$ cat src/rtl/bus_arbiter.sv
// Round-robin bus arbiter with one-cycle release turnaround and an optional grant watchdog.
// Define BUS_ARBITER_WATCHDOG_EN to build in the watchdog counter; otherwise watchdog is tied low.
`timescale 1ns/1ps
module bus_arbiter #(
    parameter int N_MASTERS       = 4,
    parameter int WATCHDOG_CYCLES = 255
) (
    input  logic                 clk,
    input  logic                 rst,
    input  logic [N_MASTERS-1:0] bus_req,
    output logic [N_MASTERS-1:0] bus_grant,
    input  logic                 fc_bus,
    output logic                 watchdog,
    output logic [2:0]           owner,
    output logic                 busy
);

    typedef enum logic [1:0] {
        IDLE    = 2'd0,
        GRANTED = 2'd1,
        RELEASE = 2'd2
    } state_t;

    localparam logic [15:0] WD_LAST = 16'(WATCHDOG_CYCLES - 1);

    state_t               state;
    state_t               state_nxt;
    logic [7:0]           req_ext;
    logic [3:0]           cand;
    logic [2:0]           winner;
    logic                 win_vld;
    logic [N_MASTERS-1:0] win_onehot;
    logic                 grant_start;
    logic                 owner_drop;

    assign req_ext     = 8'(bus_req);
    assign win_onehot  = {{(N_MASTERS-1){1'b0}}, 1'b1} << winner;
    assign grant_start = (state == IDLE) && win_vld;
    assign owner_drop  = (state == GRANTED) && !req_ext[owner];
    assign busy        = |bus_grant;

    // Scan from owner+N down to owner+1 so the nearest requester after owner wins;
    // owner itself (offset N) is only taken when it is the sole requester.
    always_comb begin
        winner  = owner;
        win_vld = 1'b0;
        cand    = '0;
        for (int i = N_MASTERS; i >= 1; i--) begin
            cand = {1'b0, owner} + 4'(i);
            if (cand >= 4'(N_MASTERS)) begin
                cand = cand - 4'(N_MASTERS);
            end
            if (req_ext[cand[2:0]]) begin
                winner  = cand[2:0];
                win_vld = 1'b1;
            end
        end
    end

    always_comb begin
        state_nxt = state;
        case (state)
            IDLE:    if (win_vld) state_nxt = GRANTED;
            GRANTED: if (!req_ext[owner]) state_nxt = RELEASE;
            RELEASE: state_nxt = IDLE;
            default: state_nxt = IDLE;
        endcase
    end

    always_ff @(posedge clk or negedge rst) begin
        if (!rst) begin
            state     <= IDLE;
            bus_grant <= '0;
            owner     <= 3'(N_MASTERS - 1);
        end else begin
            state <= state_nxt;
            if (grant_start) begin
                bus_grant <= win_onehot;
                owner     <= winner;
            end else if (owner_drop) begin
                bus_grant <= '0;
            end
        end
    end

`ifdef BUS_ARBITER_WATCHDOG_EN
    logic [15:0] wd_cnt;
    logic        wd_done;

    // The counter stops for the rest of the tenure once fc_bus is seen or the pulse has fired.
    always_ff @(posedge clk or negedge rst) begin
        if (!rst) begin
            wd_cnt   <= '0;
            wd_done  <= 1'b0;
            watchdog <= 1'b0;
        end else begin
            watchdog <= 1'b0;
            if (grant_start) begin
                wd_cnt  <= '0;
                wd_done <= 1'b0;
            end else if (state == GRANTED && !wd_done) begin
                if (fc_bus) begin
                    wd_done <= 1'b1;
                end else if (wd_cnt == WD_LAST) begin
                    wd_done  <= 1'b1;
                    watchdog <= req_ext[owner];
                end else begin
                    wd_cnt <= wd_cnt + 16'd1;
                end
            end
        end
    end
`else
    logic unused_wd;
    assign unused_wd = ^{fc_bus, WD_LAST};
    assign watchdog  = 1'b0;
`endif

endmodule

$ cat config.mk
export PLATFORM = sky130hd
export DESIGN_NAME = bus_arbiter
export DESIGN_NICKNAME = d
export VERILOG_FILES = /design/src/rtl/bus_arbiter.sv
export SDC_FILE = /design/constraint.sdc
export NUM_CORES = 1
export LEC_CHECK = 0
export CAP_MARGIN = 5
export CORE_MARGIN = 10
export CORE_UTILIZATION = 35
export CTS_CLUSTER_SIZE = 16
export DETAILED_ROUTE_END_ITERATION = 8
export HOLD_SLACK_MARGIN = 0.05
export PLACE_DENSITY = 0.62
export RECOVER_POWER = 50
export SYNTH_ARGS = -nofsm -noshare
export SYNTH_HDL_FRONTEND = slang
export SYNTH_SLANG_ARGS = --single-unit
$ cat constraint.sdc
create_clock -name clk -period 3.1 [get_ports clk]
set_input_delay 0.62 -clock clk [delete_from_list [all_inputs] [get_ports clk]]
set_output_delay 0.62 -clock clk [all_outputs]
set_load 0.02 [all_outputs]
# Word level (Yosys, flattened, before mapping)
# Index checks and enable logic that the tools add are counted.
# word_totals
register_bits	9
latchBits	0
ram_bits	0
romBits	0
in_bits	7
elab_cells	58
n_memories	0
# op_classes
addsub	8
mul	0
div_mod_pow	0
magnitude_cmp	9
eq_ne	3
shift	1
n_mux	27
n_bitwise	0
n_reduce_logical	7
# ops
cell	count
$mux W3	8
$lt A3 B4 Y1 const B	5
$ge A4 B3 Y1 const B	4
$bmux W1 S3	5
$sub A3 B3 Y3 const B	4
$mux W1	9
$add A3 B2 Y4 const B	2
$mux W4	2
$add A3 B1 Y4 const B	1
$add A3 B3 Y4 const B	1
$mux W2	2
$ne A2 B2 Y1 const B	2
$pmux W2 S2	1
$reduce_or A4 Y1	1
$shl A1 B3 Y4 const A	1
$eq A2 B1 Y1 const B	1
$logic_and A1 B1 Y1	2
$logic_not A2 Y1	1
$reduce_and A2 Y1	1
$reduce_bool A2 Y1	1
$logic_not A1 Y1	1

# Depth between registers and ports, before layout
# Gate-level depths: netlist of the first run.
# logic_depth
word_depth	11
ltp_mapped	9

# Least setup slack after synthesis of the first run
# OpenSTA, ideal clock, no wires.
# synth_timing
path_type	reg-to-reg
from	register owner[1]
to	register bus_grant[0]
arrival_time_ns	2.611
required_ns	2.950
path_slack_ns	0.339
path_stages_with_launch	10
path_buffers	2
cell_sequence	dfstp_2 -> clkbuf_1 -> inv_1 -> ha_1 -> buf_6 -> mux2i_1 -> a311o_1 -> and3_4 -> a311oi_1 -> o32ai_1
# synth_via
elab_chain_cells	11
# synth_lines
item	line	rtl
start: declaration	14	output logic [2:0] owner,
start signal: assignment	74	owner <= 3'(N_MASTERS - 1);
start signal: assignment	79	owner <= winner;
$add A3 B3 Y4	49	cand = {1'b0, owner} + 4'(i);
$ge A4 B3 Y1 or $sub A3 B3 Y3 (tied branches)	50, 51	
$mux W3	50	if (cand >= 4'(N_MASTERS)) begin
$bmux W1 S3	53	if (req_ext[cand[2:0]]) begin
$mux W1 (implied by the code)	53	
$mux W3 or $mux W1 (tied branches) (4 in a row)	53	
$shl A1 B3 Y4 or $logic_and A1 B1 Y1 (tied branches)	37, 38	
$mux W4 or $reduce_bool A2 Y1 (tied branches)	n/a	
end signal: assignment	78	bus_grant <= win_onehot;
end: declaration	11	output logic [N_MASTERS-1:0] bus_grant,
# Several ways; a longest one is shown, not always the timed one. The select of a mux whose other input is x is not followed.
# A chain may end at the register's enable or synchronous reset.

# Worst setup path in the final report of the first run
# layout_timing
from	register owner[1]
to	register bus_grant[2]
# The elaborated chain is that of the path after synthesis.

==> flow_metrics.tcl, run 1 <==
set metrics [dict create \
    vdd_drop_max_v 0.0006033 \
    ios 16 \
    slew_headroom_pct 58.85 \
    critical_path.max_stage_delay_ps 650 \
    overflow 0 \
    dieArea_um2 4290 \
    drv_cap 0 \
    crit_chain "inv_1 -> ha_1 -> mux2i_1 -> a311o_1 -> and3_4 -> a311oi_1 -> o32ai_1" \
    p_comb_share_pct 66.2 \
    clockBufferDepth 2 \
    netlist_area_um2 724.4 \
    cts_resized 0 \
    routed_wl_um 1645 \
    grt_max_degree 14 \
    critical_path_arrival_ps 2930 \
    hpwl_um 1265 \
    drc_errors 0 \
    multiInputGateArea_um2 436.7 \
    ys_ff_latch 9 \
    final_layout_size_suffix_gt1_share_pct 14.77 \
    core_area_um2 1962 \
    die_w_um 65.50 \
    clk_pin_slew_worst_paths_ps 60 \
    finalCritPeriodShare_pct 90.71 \
    tritoncts "yes" \
    critPathKind "reg2reg" \
    crit_family "compound AO/OA/AOI/OAI gates" \
    dp_slack_ps 319.9 \
    post_cts_buffers 0 \
    cts-root-buf "clkbuf_4" \
    layout.nets 98 \
    ant_nets 0 \
    vias 635 \
    p_per_area_nw_per_um2 1100 \
    syn_inst 75 \
    crit_fanout 13 \
    synth-async-reset-ratio_pct 100.0 \
    die_h_um 65.50 \
    cts_hold_buffers 0 \
    seq_area_frac_synth_pct 31.43 \
    yosys_most_used_dff "dfrtp_1" \
    routabilityCongestion 0.8263 \
    final_cell_mix "clkdlybuf4s50_1 (9), dfrtp_1 (7), inv_1 (6), mux2i_1 (4), dlygate4sd3_1 (4)" \
    p_sw_mw 0.4460 \
    grt_pass1_vias 641 \
    synth_fp_nets 84 \
    start_util_pct 36.93 \
    grt_usage_pct 8.322 \
    worst_pin_slew_ps 609.5 \
    outcome "completed" \
    fmax_ghz 0.3556 \
    synth_edf_count 0 \
    p_clk_share_pct 9.6 \
    worst_path_max_delay_cell "dfstp_2" \
    cts_made_buffers 3 \
    grt_pass1_wl_um 2835 \
    htree_levels 1 \
    cp_num_buf_inv 1 \
    antenna_found_initial 0 \
    setup_viol 0 \
    crit_path_end_kind "flop" \
    cts_sinks 9 \
    post-route-min-period_ps 2812 \
    syn_to_final_growth_pct 21.59 \
    finalSetupTns_ps 0 \
    final_common_cell "clkdlybuf4s50_1" \
    synth.distinct_cells 43 \
    rsz0062_at_grt "false" \
    required_ps 3220 \
    hp-class "reg2reg" \
    syn_avg_cell_area_um2 9.659 \
    final-hold-violation-count 0 \
    p_leak_nw 0.3538 \
    row_count 16 \
    clock_latency_ps 260 \
    wl_per_cell_um 14.30 \
    final.setup.worst_slack_ps 288.0 \
    cp-start-kind "flop" \
    portBuffers 13 \
    p_sw_share_pct 46.05 \
    skew_ps 2.947 \
    via_per_inst 5.522 \
    seq_power_share_pct 24.2 \
    num_antenna_cells 0 \
    yosysWarnings 0 \
    drtIter0Drc 21 \
    fillers 204 \
    ff2ff_setup_slack_ps 290 \
    drt-pass1-iter-count 4 \
    internal_power_mw 0.5226 \
    ff_latch_area_um2 227.7 \
    slew_viol_final 0 \
]
==> logic make-up after synthesis <==
kind of cell,share of synthesized area [%]
flops,31.43
compound gates,28.15
buf+inv,8.289
fa+ha+maj,3.454
simple gates,14.34
other cells,0.5176
mux,13.82
==> path summary, 6_finish.rpt <==
kind / start / end / depth (start not counted)
max in group asynchronous: rst / owner[0] / 1
max: owner[1] / bus_grant[2] / 7
min in group asynchronous: rst / state[1] / 1
min: state[1] / state[1] / 1
max reg2reg: owner[1] / bus_grant[2] / 7
min reg2reg: state[1] / state[1] / 1
==> cell usage after synthesis, types with 2 or more instances <==
| cell | number | area, um2 |
|---|---|---|
| dfrtp_1 | 7 | 175.2 |
| inv_1 | 6 | 22.52 |
| mux2i_1 | 4 | 40.04 |
| mux2_2 | 3 | 33.78 |
| nand4_1 | 3 | 18.77 |
| nor2_1 | 3 | 11.26 |
| o21ai_0 | 3 | 15.01 |
| o32ai_1 | 3 | 26.28 |
| a21boi_0 | 2 | 15.01 |
| a21oi_1 | 2 | 10.01 |
| buf_6 | 2 | 22.52 |
| dfstp_2 | 2 | 52.55 |
| ha_1 | 2 | 25.02 |
| nand2_1 | 2 | 7.510 |
| o211ai_1 | 2 | 15.01 |
| o22ai_1 | 2 | 12.51 |
==> worst reg2reg max path, delay by kind of cell, from the launching register on <==
kind	cells	cell delay (ps)
DFF	1	650
AOI/OAI and AO/OA	3	1070
muxes	1	120
adders and majority gates	1	470
buffers and inverters	1	150
and+or+nand+nor	1	200
==> state kept, by name, summed over array words and instances, names as in the netlist <==
| signal | flops |
|---|---|
| owner | 3 |
| state | 2 |
| bus_grant | 4 |
==> stage by stage <==
stage / area (um2) / utilization, % / hold WS (ps) / total power, mW / std cells
finish: 880.8 / 44.90 / 525.3 / 0.9686 / 115
global route: 880.8 / 44.90 / 561.2 / 1.055 / 115
CTS: 880.8 / 44.90 / 517.4 / 0.9781 / 115
detailed placement: 854.6 / 43.56 / 504.8 / 0.8789 / 111
global placement: 854.6 / 43.56 / 500.2 / 0.8861 / 111
floorplan: 724.4 / - / 324.4 / 0.7492 / 75
==> layout make-up <==
type	instances	area share [%]
multi-input cells	55	49.57
flip-flops and latches	9	25.85
repair buffers	13	14.77
well taps	27	3.835
clock buffers	4	2.983
inverters	7	2.983
==> power groups by stage <==
| stage | Clock [mW] | Sequential (mW) | Combinational, mW |
|---|---|---|---|
| 5_1_grt | 0.105 | 0.242 | 0.708 |
| 3_5_place_dp | 0 | 0.236 | 0.642 |
| 4_1_cts | 0.0950 | 0.235 | 0.648 |
| 2_1_floorplan | 0 | 0.236 | 0.513 |
| 6_report | 0.0930 | 0.235 | 0.641 |
| 3_3_place_gp | 0 | 0.237 | 0.649 |
==> layer usage <==
metal  GRT usage (%)  up-vias  wire, um
met5               0        -         0
met4           4.813        0        29
met3           3.390        3       110
met2           11.59       19       679
met1           10.47      294       826
li1                -      319         -
Note: power is estimated with default switching activity, not from simulation.
==> run 2: changes to the inputs <==
--- a/config.mk
+++ b/config.mk
@@ -11,7 +11,7 @@
 export CTS_CLUSTER_SIZE = 16
 export DETAILED_ROUTE_END_ITERATION = 8
 export HOLD_SLACK_MARGIN = 0.05
-export PLACE_DENSITY = 0.62
+export PLACE_DENSITY = 0.67
 export RECOVER_POWER = 50
 export SYNTH_ARGS = -nofsm -noshare
 export SYNTH_HDL_FRONTEND = slang
==> flow_metrics.tcl, run 2 (synthesis results as in run 1) <==
set metrics [dict create \
    core_area_um2 1962 \
    final_cells 115 \
    start_util_pct 36.93 \
    drt-pass1-iter-count 4 \
    clockBufferDepth 2 \
    dieArea_um2 4290 \
    reg2reg_from "owner[1]" \
    final-hold-violation-count 0 \
    cp-start-kind "flop" \
    fillers 210 \
    post-route-min-period_ps 2807 \
    critical_path_arrival_ps 2910 \
    die_w_um 65.50 \
    num_antenna_cells 0 \
    grt_usage_pct 8.431 \
    hold_start "state[1]" \
    ff2ff_setup_slack_ps 290 \
    required_ps 3200 \
    outcome "completed" \
    cp_num_buf_inv 1 \
    worst_path_max_delay_cell "dfstp_2" \
    htree_levels 1 \
    p_leak_nw 0.3537 \
    reg_top3 "bus_grant (4), owner (3), state (2)" \
    largest-register "bus_grant" \
    drtIter0Drc 16 \
    vdd_drop_max_v 0.0006113 \
    grt_pass1_vias 645 \
    grt_max_degree 14 \
    cts_hold_buffers 0 \
    ant_nets 0 \
    final_cell_mix "clkdlybuf4s50_1 (8), dfrtp_1 (7), inv_1 (6), dlygate4sd3_1 (5), mux2i_1 (4)" \
    clock_latency_ps 260 \
    wl_per_cell_um 14.63 \
    hp-class "reg2reg" \
    crit_chain "inv_1 -> ha_1 -> mux2i_1 -> a311o_1 -> and3_4 -> a311oi_1 -> o32ai_1" \
    cts_made_buffers 3 \
    largest_register_ffs 4 \
    whs_path_depth 1 \
    drc_errors 0 \
    grt_pass1_wl_um 2953 \
    reg2regPathDepth 7 \
    layout.nets 98 \
    die_h_um 65.50 \
    final_layout_size_suffix_gt1_share_pct 15.91 \
    p_per_area_nw_per_um2 1099 \
    vias 640 \
    min_delay_worst_endpoint "state[1]" \
    syn_to_final_growth_pct 21.59 \
    slew_headroom_pct 60.56 \
    finalSetupTns_ps 0 \
    row_count 16 \
    antenna_found_initial 0 \
    cts_resized 0 \
    clk_pin_slew_worst_paths_ps 60 \
    via_per_inst 5.565 \
    rsz0062_at_grt "false" \
    post_cts_buffers 0 \
    worst_pin_slew_ps 584.2 \
    numPlacedInstances 111 \
    hpwl_um 1270 \
    critical_path.max_stage_delay_ps 640 \
    placed_area_um2 854.6 \
    post-route-cell-area_um2 880.8 \
    routabilityCongestion 0.8616 \
    skew_ps 5.562 \
    routed_wl_um 1683 \
    cts_sinks 9 \
    cts-root-buf "clkbuf_4" \
    finalCritPeriodShare_pct 90.56 \
    timing.rr.end "bus_grant[0]" \
    drv_cap 0 \
    crit_fanout 13 \
    overflow 0 \
    final_common_cell "clkdlybuf4s50_1" \
    fmax_ghz 0.3562 \
    ios 16 \
    tritoncts "yes" \
    crit_path_end_kind "flop" \
    setup_viol 0 \
    portBuffers 13 \
    critPathKind "reg2reg" \
    slew_viol_final 0 \
    crit_family "compound AO/OA/AOI/OAI gates" \
]
run 2: per-layer routing:
| metal | track usage (%) | up-vias | share of wire [%] |
|---|---|---|---|
| li1 | - | 322 | - |
| met1 | 10.87 | 301 | 50 |
| met2 | 11.34 | 15 | 42 |
| met3 | 3.559 | 2 | 7.9 |
| met4 | 4.813 | 0 | 0.77 |
| met5 | 0 | - | 0 |
run 2: worst max-delay path by stage:
stage	startpoint	endpoint	depth (start not counted)
2_1_floorplan	owner[1]	bus_grant[0]	9
3_3_place_gp	owner[1]	bus_grant[2]	7
3_5_place_dp	owner[1]	bus_grant[1]	7
4_1_cts	owner[1]	bus_grant[0]	7
5_1_grt	owner[1]	bus_grant[3]	7
6_report	owner[1]	bus_grant[0]	7
run 2: layout make-up:
class / count / area (um2) / share of cell area [%]
Sequential cell: 9 / 227.7 / 25.85
Multi-Input combinational cell: 55 / 436.7 / 49.57
Tap cell: 27 / 33.78 / 3.835
Inverter: 7 / 26.28 / 2.983
Clock buffer: 4 / 26.28 / 2.983
Timing Repair Buffer: 13 / 130.1 / 14.77
run 2: metrics by stage:
stage / hold slack (ps) / setup WS, ps / utilization [%] / power (mW)
after global placement: 495.2 / 272.2 / 43.56 / 0.8837
final: 518.8 / 292.7 / 44.90 / 0.9678
after detailed placement: 505.9 / 279.5 / 43.56 / 0.8809
after CTS: 517.3 / 274.4 / 44.90 / 0.9788
after floorplan: 324.4 / 339.0 / - / 0.7492
after global routing: 549.3 / 29.35 / 44.90 / 1.068
run 2: power breakdown:
| part | internal [mW] | total [mW] | switching, mW |
|---|---|---|---|
| Combinational | 0.301 | 0.644 | 0.343 |
| Clock | 0.0495 | 0.0893 | 0.0398 |
| Sequential | 0.173 | 0.235 | 0.0618 |
| Total | 0.524 | 0.968 | 0.444 |
